[src/rtl/line_fetch_scheduler_if.sv]
// Writer handshake and frame memory port shared by the line fetch scheduler.
// slave: scheduler side (grants writes, drives memory); master: writer/memory side.
interface line_fetch_scheduler_if #(
    parameter int ADDR_WIDTH = 18,
    parameter int DATA_WIDTH = 16
);
    logic                  wr_req_in;
    logic [ADDR_WIDTH-1:0] wr_addr_in;
    logic [DATA_WIDTH-1:0] wr_data_in;
    logic                  wr_gnt_out;
    logic                  mem_en_out;
    logic                  mem_we_out;
    logic [ADDR_WIDTH-1:0] mem_addr_out;
    logic [DATA_WIDTH-1:0] mem_wdata_out;
    logic [DATA_WIDTH-1:0] mem_rdata_in;

    modport slave (
        input  wr_req_in, wr_addr_in, wr_data_in, mem_rdata_in,
        output wr_gnt_out, mem_en_out, mem_we_out, mem_addr_out, mem_wdata_out
    );

    modport master (
        output wr_req_in, wr_addr_in, wr_data_in, mem_rdata_in,
        input  wr_gnt_out, mem_en_out, mem_we_out, mem_addr_out, mem_wdata_out
    );
endinterface

[src/rtl/line_fetch_scheduler.sv]
// Per-line burst fetch into a ping-pong line buffer; writer gets the port otherwise.
// Ports: clk/rst, h/v counters, bus (writer + memory), line buffer write, status.
module line_fetch_scheduler #(
    parameter int ACTIVE_H_PIXELS = 1280,
    parameter int TOTAL_PIXELS    = 1650,
    parameter int ACTIVE_LINES    = 720,
    parameter int TOTAL_LINES     = 750,
    parameter int LINE_WORDS      = 320,
    parameter int ADDR_WIDTH      = 18,
    parameter int DATA_WIDTH      = 16,
    parameter int RD_LATENCY      = 2
) (
    input  logic                            clk_pixel_in,
    input  logic                            rst_in,
    input  logic [$clog2(TOTAL_PIXELS)-1:0] hcount_in,
    input  logic [$clog2(TOTAL_LINES)-1:0]  vcount_in,
    line_fetch_scheduler_if.slave           bus,
    output logic                            lb_we_out,
    output logic [$clog2(LINE_WORDS)-1:0]   lb_addr_out,
    output logic [DATA_WIDTH-1:0]           lb_data_out,
    output logic                            lb_bank_out,
    output logic                            line_ready_out,
    output logic                            underrun_out
);
    localparam int HW = $clog2(TOTAL_PIXELS);
    localparam int VW = $clog2(TOTAL_LINES);
    localparam int IW = $clog2(LINE_WORDS);

    typedef enum logic [1:0] {IDLE, FETCH, DRAIN} state_e;

    state_e                state_q, state_d;
    logic [IW-1:0]         idx_q, idx_d;
    logic                  bank_q, bank_d;
    logic                  mem_en_q, mem_en_d;
    logic                  mem_we_q, mem_we_d;
    logic [ADDR_WIDTH-1:0] mem_addr_q, mem_addr_d;
    logic [DATA_WIDTH-1:0] mem_wdata_q, mem_wdata_d;
    logic                  ready_q, ready_d;
    logic                  und_q, und_d;
    logic                  lb_we_q;
    logic [IW-1:0]         lb_addr_q;
    logic [DATA_WIDTH-1:0] lb_data_q;
    logic [RD_LATENCY-1:0] pv_q;
    logic [IW-1:0]         pi_q [RD_LATENCY];

    logic                  last_line;
    logic                  trig;
    logic [VW-1:0]         tgt;
    logic [ADDR_WIDTH-1:0] base;
    logic                  gnt;

    assign last_line = (vcount_in == VW'(TOTAL_LINES - 1));
    assign trig = (hcount_in == HW'(ACTIVE_H_PIXELS)) &&
                  ((vcount_in < VW'(ACTIVE_LINES - 1)) || last_line);
    assign tgt  = last_line ? '0 : vcount_in + 1'b1;
    // Direct product rather than an accumulator so a fetch after reset or a
    // discarded trigger still lands on the right line.
    assign base = ADDR_WIDTH'(32'(tgt) * 32'(LINE_WORDS));

    always_comb begin
        state_d     = state_q;
        idx_d       = idx_q;
        bank_d      = bank_q;
        mem_en_d    = 1'b0;
        mem_we_d    = 1'b0;
        mem_addr_d  = mem_addr_q;
        mem_wdata_d = mem_wdata_q;
        ready_d     = 1'b0;
        und_d       = und_q;
        gnt         = 1'b0;
        unique case (state_q)
            IDLE: begin
                if (trig) begin
                    state_d    = FETCH;
                    idx_d      = '0;
                    bank_d     = tgt[0];
                    mem_en_d   = 1'b1;
                    mem_addr_d = base;
                end else if (bus.wr_req_in) begin
                    gnt         = 1'b1;
                    mem_en_d    = 1'b1;
                    mem_we_d    = 1'b1;
                    mem_addr_d  = bus.wr_addr_in;
                    mem_wdata_d = bus.wr_data_in;
                end
            end
            FETCH: begin
                if (idx_q == IW'(LINE_WORDS - 1)) begin
                    state_d = DRAIN;
                end else begin
                    idx_d      = idx_q + 1'b1;
                    mem_en_d   = 1'b1;
                    mem_addr_d = mem_addr_q + 1'b1;
                end
            end
            DRAIN: begin
                // Last buffer write is visible now; pulse and free the port.
                if (lb_we_q && (lb_addr_q == IW'(LINE_WORDS - 1))) begin
                    ready_d = 1'b1;
                    state_d = IDLE;
                end
            end
            default: state_d = IDLE;
        endcase
        if (trig && (state_q != IDLE)) begin
            und_d = 1'b1;
        end
    end

    always_ff @(posedge clk_pixel_in or negedge rst_in) begin
        if (!rst_in) begin
            state_q     <= IDLE;
            idx_q       <= '0;
            bank_q      <= 1'b0;
            mem_en_q    <= 1'b0;
            mem_we_q    <= 1'b0;
            mem_addr_q  <= '0;
            mem_wdata_q <= '0;
            ready_q     <= 1'b0;
            und_q       <= 1'b0;
        end else begin
            state_q     <= state_d;
            idx_q       <= idx_d;
            bank_q      <= bank_d;
            mem_en_q    <= mem_en_d;
            mem_we_q    <= mem_we_d;
            mem_addr_q  <= mem_addr_d;
            mem_wdata_q <= mem_wdata_d;
            ready_q     <= ready_d;
            und_q       <= und_d;
        end
    end

    // Valid/index travel alongside the memory read latency.
    always_ff @(posedge clk_pixel_in or negedge rst_in) begin
        if (!rst_in) begin
            pv_q      <= '0;
            for (int k = 0; k < RD_LATENCY; k++) begin
                pi_q[k] <= '0;
            end
            lb_we_q   <= 1'b0;
            lb_addr_q <= '0;
            lb_data_q <= '0;
        end else begin
            pv_q[0] <= (state_q == FETCH);
            pi_q[0] <= idx_q;
            for (int k = 1; k < RD_LATENCY; k++) begin
                pv_q[k] <= pv_q[k-1];
                pi_q[k] <= pi_q[k-1];
            end
            lb_we_q <= pv_q[RD_LATENCY-1];
            if (pv_q[RD_LATENCY-1]) begin
                lb_addr_q <= pi_q[RD_LATENCY-1];
                lb_data_q <= bus.mem_rdata_in;
            end
        end
    end

    assign bus.wr_gnt_out    = gnt && rst_in;
    assign bus.mem_en_out    = mem_en_q;
    assign bus.mem_we_out    = mem_we_q;
    assign bus.mem_addr_out  = mem_addr_q;
    assign bus.mem_wdata_out = mem_wdata_q;
    assign lb_we_out         = lb_we_q;
    assign lb_addr_out       = lb_addr_q;
    assign lb_data_out       = lb_data_q;
    assign lb_bank_out       = bank_q;
    assign line_ready_out    = ready_q;
    assign underrun_out      = und_q;
endmodule
[src/flat_wrapper.sv]
// flat-port wrapper written by rule: the top's interface ports become plain ports
module line_fetch_scheduler_flat 
#(
    parameter int ACTIVE_H_PIXELS = 1280,
    parameter int TOTAL_PIXELS    = 1650,
    parameter int ACTIVE_LINES    = 720,
    parameter int TOTAL_LINES     = 750,
    parameter int LINE_WORDS      = 320,
    parameter int ADDR_WIDTH      = 18,
    parameter int DATA_WIDTH      = 16,
    parameter int RD_LATENCY      = 2
)
  (clk_pixel_in, rst_in, hcount_in, vcount_in, lb_we_out, lb_addr_out, lb_data_out, lb_bank_out, line_ready_out, underrun_out, bus_wr_req_in, bus_wr_addr_in, bus_wr_data_in, bus_mem_rdata_in, bus_wr_gnt_out, bus_mem_en_out, bus_mem_we_out, bus_mem_addr_out, bus_mem_wdata_out);
  line_fetch_scheduler_if #(.ADDR_WIDTH(ADDR_WIDTH), .DATA_WIDTH(DATA_WIDTH)) bus_i ();
  input  logic clk_pixel_in;
  input  logic rst_in;
  input  logic [$clog2(TOTAL_PIXELS)-1:0] hcount_in;
  input  logic [$clog2(TOTAL_LINES)-1:0] vcount_in;
  output logic lb_we_out;
  output logic [$clog2(LINE_WORDS)-1:0] lb_addr_out;
  output logic [DATA_WIDTH-1:0] lb_data_out;
  output logic lb_bank_out;
  output logic line_ready_out;
  output logic underrun_out;
  input wire logic [$bits(bus_i.wr_req_in)-1:0] bus_wr_req_in;
  input wire logic [$bits(bus_i.wr_addr_in)-1:0] bus_wr_addr_in;
  input wire logic [$bits(bus_i.wr_data_in)-1:0] bus_wr_data_in;
  input wire logic [$bits(bus_i.mem_rdata_in)-1:0] bus_mem_rdata_in;
  output wire logic [$bits(bus_i.wr_gnt_out)-1:0] bus_wr_gnt_out;
  output wire logic [$bits(bus_i.mem_en_out)-1:0] bus_mem_en_out;
  output wire logic [$bits(bus_i.mem_we_out)-1:0] bus_mem_we_out;
  output wire logic [$bits(bus_i.mem_addr_out)-1:0] bus_mem_addr_out;
  output wire logic [$bits(bus_i.mem_wdata_out)-1:0] bus_mem_wdata_out;
  assign bus_i.wr_req_in = bus_wr_req_in;
  assign bus_i.wr_addr_in = bus_wr_addr_in;
  assign bus_i.wr_data_in = bus_wr_data_in;
  assign bus_i.mem_rdata_in = bus_mem_rdata_in;
  assign bus_wr_gnt_out = bus_i.wr_gnt_out;
  assign bus_mem_en_out = bus_i.mem_en_out;
  assign bus_mem_we_out = bus_i.mem_we_out;
  assign bus_mem_addr_out = bus_i.mem_addr_out;
  assign bus_mem_wdata_out = bus_i.mem_wdata_out;
  line_fetch_scheduler #(.ACTIVE_H_PIXELS(ACTIVE_H_PIXELS), .TOTAL_PIXELS(TOTAL_PIXELS), .ACTIVE_LINES(ACTIVE_LINES), .TOTAL_LINES(TOTAL_LINES), .LINE_WORDS(LINE_WORDS), .ADDR_WIDTH(ADDR_WIDTH), .DATA_WIDTH(DATA_WIDTH), .RD_LATENCY(RD_LATENCY)) u_core (.clk_pixel_in(clk_pixel_in), .rst_in(rst_in), .hcount_in(hcount_in), .vcount_in(vcount_in), .bus(bus_i), .lb_we_out(lb_we_out), .lb_addr_out(lb_addr_out), .lb_data_out(lb_data_out), .lb_bank_out(lb_bank_out), .line_ready_out(line_ready_out), .underrun_out(underrun_out));
endmodule
[config.mk]
export PLATFORM = sky130hd
export DESIGN_NAME = line_fetch_scheduler_flat
export DESIGN_NICKNAME = d
export VERILOG_FILES = /design/src/rtl/line_fetch_scheduler_if.sv /design/src/rtl/line_fetch_scheduler.sv /design/src/flat_wrapper.sv
export SDC_FILE = /design/constraint.sdc
export NUM_CORES = 1
export LEC_CHECK = 0
export BUFFER_PORTS_ARGS = -buffer_cell sky130_fd_sc_hd__buf_2
export CORE_AREA = 2 2 96 98
export CTS_CLUSTER_SIZE = 16
export DETAILED_ROUTE_END_ITERATION = 12
export DIE_AREA = 0 0 98 100
export PLACE_DENSITY = 0.82
export RECOVER_POWER = 100
export SETUP_SLACK_MARGIN = 0.15
export SYNTH_ARGS = -nofsm -noshare
export SYNTH_HDL_FRONTEND = slang
export SYNTH_SLANG_ARGS = --single-unit
[constraint.sdc]
create_clock -name clk_pixel_in -period 4.5 [get_ports clk_pixel_in]
set_clock_uncertainty 0.2 [all_clocks]
set_input_delay 0.9 -clock clk_pixel_in [delete_from_list [all_inputs] [get_ports clk_pixel_in]]
set_output_delay 0.9 -clock clk_pixel_in [all_outputs]
set_load 0.1 [all_outputs]
==> flow_summary.toml <==
[run_status]
status = "complete, but fails checks"
violations = "capacitance limit, slew limit"

[cts]
cts_hold_buf = 0
cts_root_buf = "clkbuf_8"
insertion_delay_ns = 0.36
cts.clk_slew.worst_paths_ns = 0.10
max-clock-path-buffers = 2
cts_inserted_buffers = 9
cts.sinks = 96
cts_setup_buffers = 0
h-tree-depth = 3
cts_tree = "built"

[min_path]
hp-start = "u_core.pi_q[13]"
hold_path_end = "u_core.pi_q[4]"
hp-class = "flop to flop"
min_path_cells = 0

[setup_path]
path_max_fanout = 20
arrival_ns = 3.13
rr_endpoint = "u_core.bus.mem_addr_out[9]"
end_kind = "primary output"
timing.critical_path.cells = "clkbuf_1, ha_1, a311oi_1, a211oi_2, or3_4, nand3_4, inv_2, and2_1, clkbuf_4"
r2r_setup_slack_ns = 1.45
critPathMaxStageDelay_ns = 0.51
r2r_cells = 10
r2r-start = "u_core.idx_q[0]"
path_class = "primary input to primary output"
critPathBufInv = 3
worstSetupStartpointType = "primary input"
cp_num_cells = 9
cp_data_required_time_ns = 3.40
slowest_stage = "or3_4"
worst_path_dominant_cell_family = "simple AND/OR/NAND/NOR gates"

[placement]
dp_hpwl_um = 8710
port_buffers = 139
place_congestion = 0.849
placed_cells = 712

[yosys]
synthDistinctLibCells = 63
syn-instance-count = 472
synth.yosys.seq_area_share = 0.500
ys_async_sr_fraction = 1.00
synth_ff_type = "dfrtp_1"
synth_fp_nets = 563
ys_warn_count = 0
netlist_area_mm2 = 0.00481
synth_area_per_cell_um2 = 10.2
synth_edf_count = 0
ys_ff_latch = 96

[floorplanning]
io_pins = 140
dieArea_mm2 = 0.00980
rows = 35
die_w_um = 98
initial_core_util = 0.541
die_y_um = 100
coreArea_mm2 = 0.00889

[global_routing]
grt.met1_usage = 0.305
grt_pass1_vias = 3953
overflow = 0
grt_use_met3 = 0.0501
antenna_found_initial = 0
grt_first_pass_wirelength_um = 19000
grtUsageMet2 = 0.404
track_usage = 0.241
gr-max-usage-layer = "met2"
grt_max_degree = 63

[power_and_ir_drop]
p_switching_w = 0.000770
p_leak_nw = 2.74
switching_share = 0.384
peakVddDrop_mv = 0.165
power_density_mw_per_mm2 = 352
power.share.combinational = 0.257
seqPwrFrac = 0.463
clkPwrFrac = 0.280
p_int_w = 0.00124

[timing]
rsz0062_at_grt = "false"
finalSetupViolCount = 0
max_freq_mhz = 237
finalCriticalPeriod_ns = 4.23
min_period_over_period = 0.939
fin_tns_setup_ns = 0
worst_pin_slew_ns = 1.85
finalMaxSlewViolations = 36
max_slew_margin = -0.231
hold_ws_ns = 0.153
finalHoldViolCount = 0

[routing]
ant_nets = 0
routed_wl_um = 11700
dr.pass1.iters = 4
via_count = 4057
wire_per_inst_um = 16.1
first_iter_violations = 346
drcViolationCount = 0
avgViaCountPerCell = 5.57

[finish]
final_cells = 728
areaGrowthSynthToFinish_pct = 18.7
nFillCells = 751
drive_gt1_frac = 0.216
multi_input_area_mm2 = 0.00226
nNetsFinal = 703
insertedDiodeCount = 0
fin_util = 0.642
register_area_mm2 = 0.00240

[flow_run]
maxCapViolations = 1
[stage by stage]
| stage | total power, W | worst slack (ns) | area, um2 |
|---|---|---|---|
| floorplan | 0.00134 | 0.606 | 4810 |
| global placement | 0.00146 | 0.386 | 5610 |
| detailed placement | 0.00147 | 0.268 | 5610 |
| CTS | 0.00202 | 0.268 | 5820 |
| global route | 0.00209 | 0.142 | 5710 |
| finish | 0.00201 | 0.274 | 5710 |
[state kept, by name, summed over array words and instances (netlist names), 2 cells and up]
name and count:
u_core.state_q 2, u_core.pv_q 2, u_core.lb_data_out 16, u_core.bus.mem_wdata_out 16, u_core.idx_q 9, u_core.lb_addr_out 9, u_core.pi_q 18, u_core.bus.mem_addr_out 18
[placed cells by master (no fill, tap or decap), drive strengths merged, types with 9 or more instances in the layout]
cell type and instances:
mux2 28, buf 74, inv 12, xnor2 15, nor3 9, a21oi 24
o21ai 14, nand3 27, ha 16, nor2 37, dfrtp 96, clkbuf 82
nand2 82, xor2 9
[cell usage after synthesis (3+ instances only)]
cell type	n	area [um2]
nand2_1	81	304
ha_1	16	200
buf_6	3	33.8
inv_1	8	30.0
nor3_1	8	40.0
a22oi_1	4	30.0
clkbuf_1	9	33.8
xor2_1	9	78.8
mux2_2	28	315
and4_1	3	26.3
o21ai_0	13	65.1
nand4_1	8	50.1
a41o_1	3	30.0
a21oi_1	24	120
a211oi_1	3	22.5
buf_2	5	25.0
dfrtp_1	96	2400
and2_1	3	18.8
o22a_1	3	26.3
nand2b_1	4	25.0
nand3_1	26	130
a31oi_1	5	31.3
nor2_1	35	131
nor4_1	3	18.8
and3_1	5	31.3
nor3b_1	4	30.0
xnor2_1	15	131
[how the worst max path moves through the flow]
stage / from / endpoint
after CTS: vcount_in[0] / bus_wr_gnt_out
final: vcount_in[0] / bus_wr_gnt_out
after detailed placement: vcount_in[0] / bus_wr_gnt_out
after global routing: vcount_in[0] / bus_wr_gnt_out
after global placement: vcount_in[4] / bus_wr_gnt_out
after floorplan: vcount_in[5] / bus_wr_gnt_out
[layout make-up]
class	instances	share of cell area
flip-flops and latches	96	0.421
clock inverters	7	0.0151
repair buffers	147	0.115
clock buffers	9	0.0217
inverters	10	0.00658
multi-input cells	348	0.396
well taps	111	0.0243
[cells by family after synthesis]
family,after synthesis,share of synthesized area
AO/OA/AOI/OAI,82,0.118
multiplexers,29,0.0677
AND/OR/NAND/NOR,196,0.197
adder cells (fa/ha/maj),17,0.0458
buffers and inverters,28,0.0279
flip-flops,96,0.500
XOR/XNOR,24,0.0437
[layer usage]
layer / wire length [um] / share of wire
met5: 0 / 0
met4: 355 / 0.030
met1: 4970 / 0.42
met2: 5560 / 0.48
met3: 817 / 0.070
[power groups by stage]
stage,clock network [W],registers (W),logic (W)
2_1_floorplan,0,0.00118,0.000159
3_3_place_gp,0,0.000943,0.000516
3_5_place_dp,0,0.000944,0.000527
4_1_cts,0.000567,0.000927,0.000529
5_1_grt,0.000605,0.000935,0.000551
6_report,0.000562,0.000930,0.000516
[timing repair]
action                                  in CTS  in global routing
gates resized for setup                      0                  1
endpoints found under the setup margin       0                  1
hold endpoints to repair                     0                  0
(Power assumes the default switching activity.)
